<file path="config.mk">
export PLATFORM = sky130hd
export DESIGN_NAME = arb_token_merge
export DESIGN_NICKNAME = d
export VERILOG_FILES = /design/src/rtl/arb_token_merge_pkg.sv /design/src/rtl/arb_burst_counter.sv /design/src/rtl/arb_token_merge.sv
export SDC_FILE = /design/constraint.sdc
export NUM_CORES = 1
export LEC_CHECK = 0
export ABC_AREA = 1
export CAP_MARGIN = 30
export CORE_AREA = 2 2 78 58
export CTS_BUF_LIST = sky130_fd_sc_hd__clkbuf_8
export DETAILED_ROUTE_END_ITERATION = 16
export DIE_AREA = 0 0 80 60
export PLACE_DENSITY = 0.85
export RECOVER_POWER = 50
export REMOVE_ABC_BUFFERS = 1
export SYNTH_ARGS = -nofsm -noshare
export SYNTH_HDL_FRONTEND = slang
export SYNTH_SLANG_ARGS = --single-unit
</file>
<file path="constraint.sdc">
create_clock -name CLK -period 2.8 [get_ports CLK]
set_input_delay 0.56 -clock CLK [delete_from_list [all_inputs] [get_ports CLK]]
set_output_delay 0.56 -clock CLK [all_outputs]
set_load 0.005 [all_outputs]
</file>
<file path="src/rtl/arb_token_merge_pkg.sv">
// Shared definitions for the two-requester burst merge: FSM states and sizing constants.
package arb_token_merge_pkg;

    localparam int DATA_W_DEF = 16;
    localparam int CNT_W      = 16;

    typedef enum logic [1:0] {
        ST_IDLE   = 2'd0,
        ST_GRANT0 = 2'd1,
        ST_GRANT1 = 2'd2
    } arb_state_t;

endpackage

</file>
<file path="src/rtl/arb_burst_counter.sv">
// Tokens-per-grant counter; terminal flags the position of the final token of a row.
module arb_burst_counter
    import arb_token_merge_pkg::*;
#(
    parameter int BURST_LEN = 512
) (
    input  logic             CLK,
    input  logic             RESET,
    input  logic             en,
    input  logic             clr,
    output logic [CNT_W-1:0] count,
    output logic             terminal
);

    localparam logic [CNT_W-1:0] TERM_VAL = CNT_W'(BURST_LEN - 1);

    // clr wins over en so the final token of a row leaves the count at zero.
    always_ff @(posedge CLK) begin
        if (RESET || clr) begin
            count <= '0;
        end else if (en) begin
            count <= count + CNT_W'(1);
        end
    end

    assign terminal = (count == TERM_VAL);

endmodule

</file>
<file path="src/rtl/arb_token_merge.sv">
// Two-requester round-robin merge: a grant holds for a whole row of BURST_LEN
// tokens, with a one-cycle IDLE bubble between rows.
module arb_token_merge
    import arb_token_merge_pkg::*;
#(
    parameter int DATA_W    = DATA_W_DEF,
    parameter int BURST_LEN = 512
) (
    input  logic              CLK,
    input  logic              RESET,
    input  logic [DATA_W-1:0] In0_DATA,
    input  logic              In0_SEND,
    input  logic [15:0]       In0_COUNT,
    output logic              In0_ACK,
    input  logic [DATA_W-1:0] In1_DATA,
    input  logic              In1_SEND,
    input  logic [15:0]       In1_COUNT,
    output logic              In1_ACK,
    output logic [DATA_W-1:0] Out_DATA,
    output logic              Out_SEND,
    output logic [15:0]       Out_COUNT,
    input  logic              Out_RDY,
    input  logic              Out_ACK,
    output logic              Out_LAST,
    output logic [1:0]        Grant
);

    // Handshake: a token moves when the granted SEND and Out_RDY are both high in
    // the same cycle; ACK and Out_SEND are that same-cycle strobe, never registered.

    arb_state_t        state, state_nx;
    logic              last_grant, last_grant_nx;
    logic              sel_send;
    logic [DATA_W-1:0] sel_data;
    logic              xfer;
    logic              terminal;
    logic [CNT_W-1:0]  burst_count;
    logic              unused_ok;

    assign unused_ok = ^{In0_COUNT, In1_COUNT, Out_ACK, burst_count};

    always_ff @(posedge CLK) begin
        if (RESET) begin
            state      <= ST_IDLE;
            last_grant <= 1'b1;
        end else begin
            state      <= state_nx;
            last_grant <= last_grant_nx;
        end
    end

    assign sel_send = (state == ST_GRANT1) ? In1_SEND : In0_SEND;
    assign sel_data = (state == ST_GRANT1) ? In1_DATA : In0_DATA;
    assign xfer     = !RESET && (state != ST_IDLE) && sel_send && Out_RDY;

    always_comb begin
        state_nx      = state;
        last_grant_nx = last_grant;
        case (state)
            ST_IDLE: begin
                // On a tie the requester that did not hold the previous row wins.
                if (In0_SEND && In1_SEND) begin
                    if (last_grant) begin
                        state_nx      = ST_GRANT0;
                        last_grant_nx = 1'b0;
                    end else begin
                        state_nx      = ST_GRANT1;
                        last_grant_nx = 1'b1;
                    end
                end else if (In0_SEND) begin
                    state_nx      = ST_GRANT0;
                    last_grant_nx = 1'b0;
                end else if (In1_SEND) begin
                    state_nx      = ST_GRANT1;
                    last_grant_nx = 1'b1;
                end
            end
            ST_GRANT0, ST_GRANT1: begin
                if (xfer && terminal) begin
                    state_nx = ST_IDLE;
                end
            end
            default: state_nx = ST_IDLE;
        endcase
    end

    arb_burst_counter #(
        .BURST_LEN (BURST_LEN)
    ) u_burst_counter (
        .CLK      (CLK),
        .RESET    (RESET),
        .en       (xfer),
        .clr      (xfer && terminal),
        .count    (burst_count),
        .terminal (terminal)
    );

    always_comb begin
        Out_SEND  = xfer;
        Out_DATA  = xfer ? sel_data : '0;
        Out_COUNT = {15'b0, xfer};
        Out_LAST  = xfer && terminal;
        In0_ACK   = xfer && (state == ST_GRANT0);
        In1_ACK   = xfer && (state == ST_GRANT1);
        Grant     = 2'b00;
        if (!RESET) begin
            Grant = {state == ST_GRANT1, state == ST_GRANT0};
        end
    end

endmodule

</file>
## After elaboration in Yosys (flattened, before gate mapping)

Cells that the tools add are included.

- Add/sub/neg operators: 1
- Multiplexer cells: 14
- Reductions and logical operators: 15
- Eq/ne operators: 5

Operator list:

| kind | number |
|---|---|
| $mux 16 | 2 |
| $add 16x1->16 const B | 1 |
| $eq 16x9->1 const B | 1 |
| $mux 2 | 6 |
| $logic_and 1x1->1 | 7 |
| $mux 1 | 5 |
| $ne 4x4->1 const B | 1 |
| $pmux 2 s2 | 1 |
| $reduce_and 2->1 | 2 |
| $reduce_bool 3->1 | 1 |
| $eq 2x1->1 const B | 1 |
| $eq 2x2->1 const B | 1 |
| $logic_not 2->1 | 1 |
| $ne 2x1->1 const B | 1 |
| $reduce_bool 2->1 | 1 |
| $reduce_or 2->1 | 1 |
| $logic_not 1->1 | 1 |
| $logic_or 1x1->1 | 1 |

- Flip-flop bits (word level): 19
- Word-level logic and storage cells: 38

## Longest topological paths before layout

Gate-level depths: netlist (run 1).

- Depth after elaboration: 7
- Mapped depth: 13

## Hierarchy

A second synthesis (run 1) with hierarchy kept.

- Cell total of the unflattened synthesis: 237
- Area total of the unflattened synthesis: 1584.0 sq um

Modules (own cells, without submodules):

| module | instances | area each (sq um) | cells an instance | sequential area each (sq um) |
|---|---|---|---|---|
| arb_burst_counter | 1 | 900.9 | 129 | 320.3 |
| arb_token_merge | 1 | 683.2 | 108 | 60.1 |

## Worst setup path after synthesis (run 1)

Ideal clock, no wire load.

- Kind: flip-flop to output port
- Start point: register state[0]
- End point: output Out_DATA[10]
- Path buffers: 2
- Path slack: 0.804 ns
- Data required time: 2.240 ns
- Stages on the path, launching flop included: 10
- Arrival: 1.436 ns
- Path through: dfxtp_1 > inv_1 > ha_1 > buf_4 > nand2_1 > nand2_4 > nor2_8 > inv_2 > buf_2 > a21oi_1

- Cells in the longest elaborated chain, start to end: 5
- Elaborated cells on any way between the ends: 8
- Classes of those cells: eq/ne (1); mux (3); reduce/logical (4)

RTL lines:

| element | line | RTL |
|---|---|---|
| start, declared | arb_token_merge.sv:31 | `arb_state_t state, state_nx;` |
| start signal, assigned | arb_token_merge.sv:47 | `state <= state_nx;` |
| $eq 2x2->1 or $reduce_bool 2->1 (tied branches) | arb_token_merge.sv:52, arb_token_merge.sv:54 |  |
| $mux 1 or $logic_and 1x1->1 (tied branches) | arb_token_merge.sv:52, arb_token_merge.sv:54 |  |
| $logic_and 1x1->1 (*) (2 in series) | arb_token_merge.sv:54 | `assign xfer = !RESET && (state != ST_IDLE) && sel_send && Out_RDY;` |
| via Out_SEND | arb_token_merge.sv:20 | `output logic Out_SEND,` |
| $mux 16 (*) | arb_token_merge.sv:100 | `Out_DATA = xfer ? sel_data : '0;` |
| end, declared | arb_token_merge.sv:19 | `output logic [DATA_W-1:0] Out_DATA,` |

Mark *: on every way through the listed nets, which the timed path passes. The rest lies on a longest branch.

## Worst setup path after layout (run 1)

- Start point: input In1_SEND
- End point: output Out_DATA[13]

- Cells in the longest elaborated chain, start to end: 4

RTL lines:

| element | line | RTL |
|---|---|---|
| start, declared | arb_token_merge.sv:16 | `input logic In1_SEND,` |
| $mux 1 | arb_token_merge.sv:52 | `assign sel_send = (state == ST_GRANT1) ? In1_SEND : In0_SEND;` |
| $logic_and 1x1->1 (2 in series) | arb_token_merge.sv:54 |  |
| $mux 16 | arb_token_merge.sv:100 |  |

Every way passes these cells.

==> summary.md, run 1 <==
| Metric | Value |
|---|---|
| H-tree depth | `1` |
| Main flop type after synthesis | `dfxtp_1` |
| Max-cap violation count | `0` |
| Post-Syn Area per Cell | `6.24 um2` |
| Worst reg2reg path depth | `12` |
| Num Clock Sinks | `19` |
| Critical path launch point | `In1_SEND` |
| Io pins | `108` |
| Die Area | `4800 um2` |
| CP peak stage delay | `520 ps` |
| Crit Path Max Fanout | `21` |
| Port Buffers | `59` |
| Num CTS Buffers | `3` |
| Drt total wl | `3680 um` |
| RePlAce Congestion | `0.923` |
| Diodes inserted | `0` |
| Reg area | `380 um2` |
| CTS clk-pin slew, worst paths | `60 ps` |
| Synth area leader | `dfxtp_1` |
| Hold crit path type | `reg -> reg` |
| Min-delay src | `last_grant$_SDFFE_PP1P_` |
| Share of cells above drive strength 1 | `0.0808` |
| Max Slew Vio Count | `0` |
| Rows | `20` |
| Vias per cell | `4.48` |
| Final Cycle Share | `0.968` |
| Post-synth EDFFs | `0` |
| Total placed cells including tap cells | `348` |
| TritonCTS clock tree | `built` |
| Final min period | `2710 ps` |
| Count leader, synth | `nand2_1` |
| All-Layer GR Usage | `0.153` |
| Reg-to-reg setup timing slack | `550 ps` |
| CP bufs+invs | `4` |
| Reg-to-reg endpoint | `u_burst_counter.count[8]$_SDFFE_PP0P_` |
| Non-Filler Instances | `352` |
| CP delay by family, top | `buffers and inverters` |
| Arr. time, crit path | `2150 ps` |
| First-pass GRT wire length | `5780 um` |
| Most frequent CP cell | `clkdlybuf4s50_1` |
| CP Launch Type | `input port` |
| Final hold vios | `0` |
| Crit path cell chain | `clkdlybuf4s50_1 > inv_1 > nand2_1 > nand2_4 > nor2_8 > inv_4 > a21oi_1 > clkdlybuf4s50_1` |
| Clk_lat worst skew | `260 ps` |
| Initial antenna violation count | `0` |
| FMAX | `369 MHz` |
| YS warnings | `0` |
| Pwr Density | `352 nW/um2` |
| Largest net degree at the start of global routing | `22` |
| Area contributors post-synth | `dfxtp_1, nand2_1, a21oi_1` |
| First-pass iteration count of the detailed router | `4` |
| Vias in the first global route | `1326` |
| RSZ-0062 raised after global routing | `yes` |
| Reg2reg start | `state[0]$_SDFFE_PP0P_` |
| Postcts setup bufs | `0` |
| Post-route DRC | `0` |
| Outcome | `complete, no violations` |
| VDD IR-drop max | `0.200 mV` |
| GRT overflow | `0` |
| Hold depth | `2` |
| Setup Crit Path Kind | `in -> out` |
| Multi-input gate area | `878 um2` |
| CTS Root Buffer Type | `clkbuf_8` |
| WL/cell | `10.5 um` |
| Slowest cell on crit path | `clkdlybuf4s50_1` |
| Initial Utilization | `0.359` |
| Seq/Total Area, Yosys | `0.258` |
| Hold Path End | `last_grant$_SDFFE_PP1P_` |
| Core ar. | `4100 um2` |
| Synth unique cells | `30` |
| WP data required | `2240 ps` |
| Layout Nets | `372` |
| Die X | `80 um` |
| Area growth, synth to finish | `43.8%` |
| Yosys reg bits | `19` |
| Antenna Nets Post-Route | `0` |
| Async SR Flop Fraction | `0` |
| Starting DRT DRC Count | `62` |
| Top cell type's share of synthesized area | `0.258` |
| Crit. End Element | `output pin` |
| Post-synth top cells | `nand2_1, a21oi_1, inv_1, nor2_1` |
| Final setup viols | `0` |
| Fill count | `405` |
| Leakage | `0.909 nW` |
| Vias | `1577` |
| Longest Clk Path Bufs | `2` |
| Die height | `60 um` |
| Synth Cell Area | `1470 um2` |
| Skew final | `3.26 ps` |
| Hpwl dp | `2950 um` |
| Hold Slack | `471 ps` |
| Post-Synthesis Cells | `236` |
==> power breakdown <==
group	leakage, nW	internal, mW	switching (mW)
logic	0.728	0.125	0.144
registers	0.154	0.282	0.00819
clock network	0.0269	0.0976	0.0883
==> kinds of logic after synthesis <==
| family | count (synthesis) | share of synthesized area |
|---|---|---|
| compound gates | 40 | 0.142 |
| fa+ha+maj | 4 | 0.0340 |
| flops | 19 | 0.258 |
| buf+inv | 49 | 0.176 |
| other cells | 1 | 0.00255 |
| simple gates | 121 | 0.376 |
| xor+xnor | 2 | 0.0119 |
==> worst max path at each step <==
stage	end	slack, ps	depth (start not counted)
finish	Out_DATA[13]	90	8
detailed placement	Out_DATA[8]	-20	8
global route	Out_DATA[4]	-10	8
floorplan	Out_DATA[0]	610	8
CTS	Out_DATA[8]	40	8
global placement	Out_DATA[10]	40	8
==> final cells by class <==
cell class              instances  share of cell area
multi-input cells             182               0.415
repair buffers                 65               0.301
flip-flops and latches         19               0.180
inverters                      27              0.0502
well taps                      55              0.0325
clock buffers                   3              0.0195
clock inverters                 1             0.00177
==> what timing repair did <==
item,in CTS,in global routing
resized for setup,1,2
setup endpoints to repair,1,4
hold buffers,0,0
==> state kept, by name (all words and copies together), names as in the netlist <==
signal,flops
last_grant,1
u_burst_counter.count,16
state,2
==> metrics by stage <==
stage | total power [mW] | setup WS [ps] | cell area [um2] | TNS (ps) | utilization
after floorplan | 0.439 | 615 | 1370 | 0 | -
after global placement | 0.556 | 44.5 | 2070 | 0 | 0.505
after detailed placement | 0.564 | -23.3 | 2070 | -23.3 | 0.505
after CTS | 0.751 | 40.9 | 2120 | 0 | 0.517
after global routing | 0.795 | -13.8 | 2120 | -27.2 | 0.516
final | 0.745 | 88.4 | 2120 | 0 | 0.516
==> routing by layer <==
metal	routed length, um	vias up	share of wire	track usage
met5	0	-	0	0
met4	42	0	0.011	0.0387
met3	277	7	0.075	0.0468
met2	1750	45	0.48	0.275
met1	1610	686	0.44	0.178
li1	-	839	-	-
==> cell usage in the layout, fill, tap and decap left out, types with 2 or more instances in the layout <==
master / n
o21a_1: 2
clkdlybuf4s50_1: 57
inv_1: 24
nand3_1: 12
a21oi_1: 30
nand2_2: 3
nand4_1: 2
conb_1: 15
inv_4: 2
ha_1: 4
nor2_2: 2
buf_4: 6
dfxtp_1: 19
nor2_1: 22
o21ai_0: 7
xor2_1: 2
nor3_1: 5
inv_2: 2
nand2_1: 67
clkbuf_8: 3
==> worst reg2reg max path, cell delays in order, from the launching register on <==
cell	delay [ps]
dfxtp_1	370
inv_1	70
ha_1	250
inv_4	190
nand2_2	90
nand2_4	90
nor2_8	40
buf_4	160
nand3_1	110
nand2_1	270
inv_1	250
o21ai_0	130
a21oi_1	150
No activity file was read; power rests on OpenSTA's default activity.
==> inputs of run 2 (changes only) <==
Settings changed: GPL_TIMING_DRIVEN set to 1, SETUP_SLACK_MARGIN set to 0.2, SLEW_MARGIN set to 20.
==> run 2 against run 1 <==
  * Maximum frequency grew 2.0%
  * Sequential share of layout area shrank 0.14 points
  * Wire length increased by 2.1%
  * Flip-flop and latch count did not move
  * Die area stayed put
==> summary.md, run 2 (synthesis results as in run 1) <==
| Metric | Value |
|---|---|
| Outcome | `complete, no violations` |
| First-pass iteration count of the detailed router | `4` |
| Hpwl dp | `2950 um` |
| Fill count | `399` |
| WL/cell | `10.7 um` |
| RePlAce Congestion | `0.923` |
| Final Cycle Share | `0.949` |
| All-Layer GR Usage | `0.153` |
| Reg-to-reg endpoint | `u_burst_counter.count[8]$_SDFFE_PP0P_` |
| H-tree depth | `1` |
| Worst reg2reg path depth | `12` |
| Clock Power Share | `0.252` |
| Leakage | `1.11 nW` |
| Die height | `60 um` |
| CTS Root Buffer Type | `clkbuf_8` |
| Pint | `0.503 mW` |
| Vias per cell | `4.47` |
| Largest net degree at the start of global routing | `22` |
| Arr. time, crit path | `2100 ps` |
| Hold Path End | `last_grant$_SDFFE_PP1P_` |
| TritonCTS clock tree | `built` |
| First-pass GRT wire length | `5800 um` |
| Initial antenna violation count | `0` |
| Most frequent cells in the layout | `nand2_1, clkdlybuf4s50_1, a21oi_1, inv_1, nor2_1` |
| Diodes inserted | `0` |
| Crit Path Max Fanout | `21` |
| Setup Crit Path Kind | `in -> out` |
| Top Registers | `u_burst_counter.count (16), state (2), last_grant (1)` |
| CTS clk-pin slew, worst paths | `60 ps` |
| FMAX | `376 MHz` |
| Drt total wl | `3760 um` |
| Initial Utilization | `0.359` |
| Reg area | `382 um2` |
| GRT overflow | `0` |
| Commonest non-fill, non-tap cell in the layout | `nand2_1` |
| Max Slew Vio Count | `0` |
| Setup TNS | `0 ps` |
| WP data required | `2240 ps` |
| Port Buffers | `59` |
| Die Area | `4800 um2` |
| Hold crit path type | `reg -> reg` |
| Reg2reg start | `state[0]$_SDFFE_PP0P_` |
| Net switching power | `0.242 mW` |
| Share of cells above drive strength 1 | `0.0875` |
| Postcts setup bufs | `0` |
| Vias | `1572` |
| Layout Utilization | `0.522` |
| Max reg flops | `16` |
| Die X | `80 um` |
| Antenna Nets Post-Route | `0` |
| Area growth, synth to finish | `45.4%` |
| Hold depth | `2` |
| Multi-input gate area | `882 um2` |
| # hold bufs at CTS | `0` |
| Num Clock Sinks | `19` |
| Crit. End Element | `output pin` |
| Starting DRT DRC Count | `97` |
| Post-route DRC | `0` |
| Core ar. | `4100 um2` |
| Num CTS Buffers | `3` |
| Reg-to-reg setup timing slack | `650 ps` |
| CP Launch Type | `input port` |
| Critical path launch point | `In1_SEND` |
| Pwr Density | `348 nW/um2` |
| Min-delay src | `last_grant$_SDFFE_PP1P_` |
| Clk_lat worst skew | `260 ps` |
| Final setup viols | `0` |
| VDD IR-drop max | `0.200 mV` |
| Flop pwr share | `0.391` |
| Layout Nets | `372` |
| Comb pwr share | `0.357` |
| Switching share of power | `0.325` |
| Max-cap violation count | `0` |
| Skew final | `4.56 ps` |
| Power, Total | `0.744 mW` |
| Vias in the first global route | `1335` |
| Top reg by flops | `u_burst_counter.count` |
| RSZ-0062 raised after global routing | `yes` |
| Longest Clk Path Bufs | `2` |
| Final min period | `2660 ps` |
| Io pins | `108` |
| Rows | `20` |
| Final hold vios | `0` |
[run 2: cell count changes in the layout (fill, tap and decap cells not counted), sizes merged]
cell and change:
dlygate4sd2 +7, dlymetal6s2s +10, clkdlybuf4s50 -17, dlygate4sd3 -1, clkdlybuf4s25 +1
[run 2: power groups by stage]
stage	combinational [mW]	sequential, mW	clock [mW]
after floorplan	0.145	0.294	0
after global placement	0.261	0.295	0
after detailed placement	0.268	0.296	0
after CTS	0.268	0.290	0.192
after global routing	0.294	0.292	0.206
final	0.266	0.291	0.188
[run 2: final cells by class]
type,count,area share
clock buffer,3,0.0193
clock inverter,1,0.00175
inverter,27,0.0508
multi-input combinational,182,0.412
sequential,19,0.178
tap,55,0.0321
timing repair buffer,65,0.306
[run 2: worst max-delay path by stage]
| stage | endpoint | slack [ps] | cells after the start |
|---|---|---|---|
| 6_report | In1_ACK | 140 | 8 |
| 5_1_grt | In1_ACK | 70 | 8 |
| 4_1_cts | Out_DATA[4] | 120 | 8 |
| 3_5_place_dp | Out_DATA[8] | -20 | 8 |
| 3_3_place_gp | Out_DATA[10] | 40 | 8 |
| 2_1_floorplan | Out_DATA[0] | 610 | 8 |
[run 2: metal layers]
metal / global-route usage / vias to the layer above / part of all wire
met5: 0 / - / 0
met4: 0.0387 / 0 / 0.012
met3: 0.0468 / 7 / 0.063
met2: 0.277 / 39 / 0.49
met1: 0.177 / 685 / 0.44
li1: - / 841 / -
[run 2: what timing repair did]
item | in CTS | in global routing
endpoints found under the setup margin | 19 | 14
gates cloned | 0 | 0
gates resized for setup | 10 | 15
[run 2: per-stage QoR]
step           instance area, um2  hold WS [ps]  worst slack [ps]  cells
3_3_place_gp                 2070           460              44.5    348
2_1_floorplan                1370           442               615    228
3_5_place_dp                 2070           460             -23.3    348
4_1_cts                      2120           475               118    352
5_1_grt                      2140           513              69.6    352
6_report                     2140           470               143    352
[run 2: worst max-delay path, stage by stage]
cell,delay [ps]
clkdlybuf4s50_1,480
inv_1,70
nand2_1,110
nand2_4,80
nor2_8,120
inv_6,90
nor2_1,90
clkdlybuf4s50_1,500
==> inputs of run 3 (changes only) <==
Settings changed: GPL_ROUTABILITY_DRIVEN set to 1.
==> results of run 3 <==
No change in the layout: final DEF, timing and power equal those of run 2.
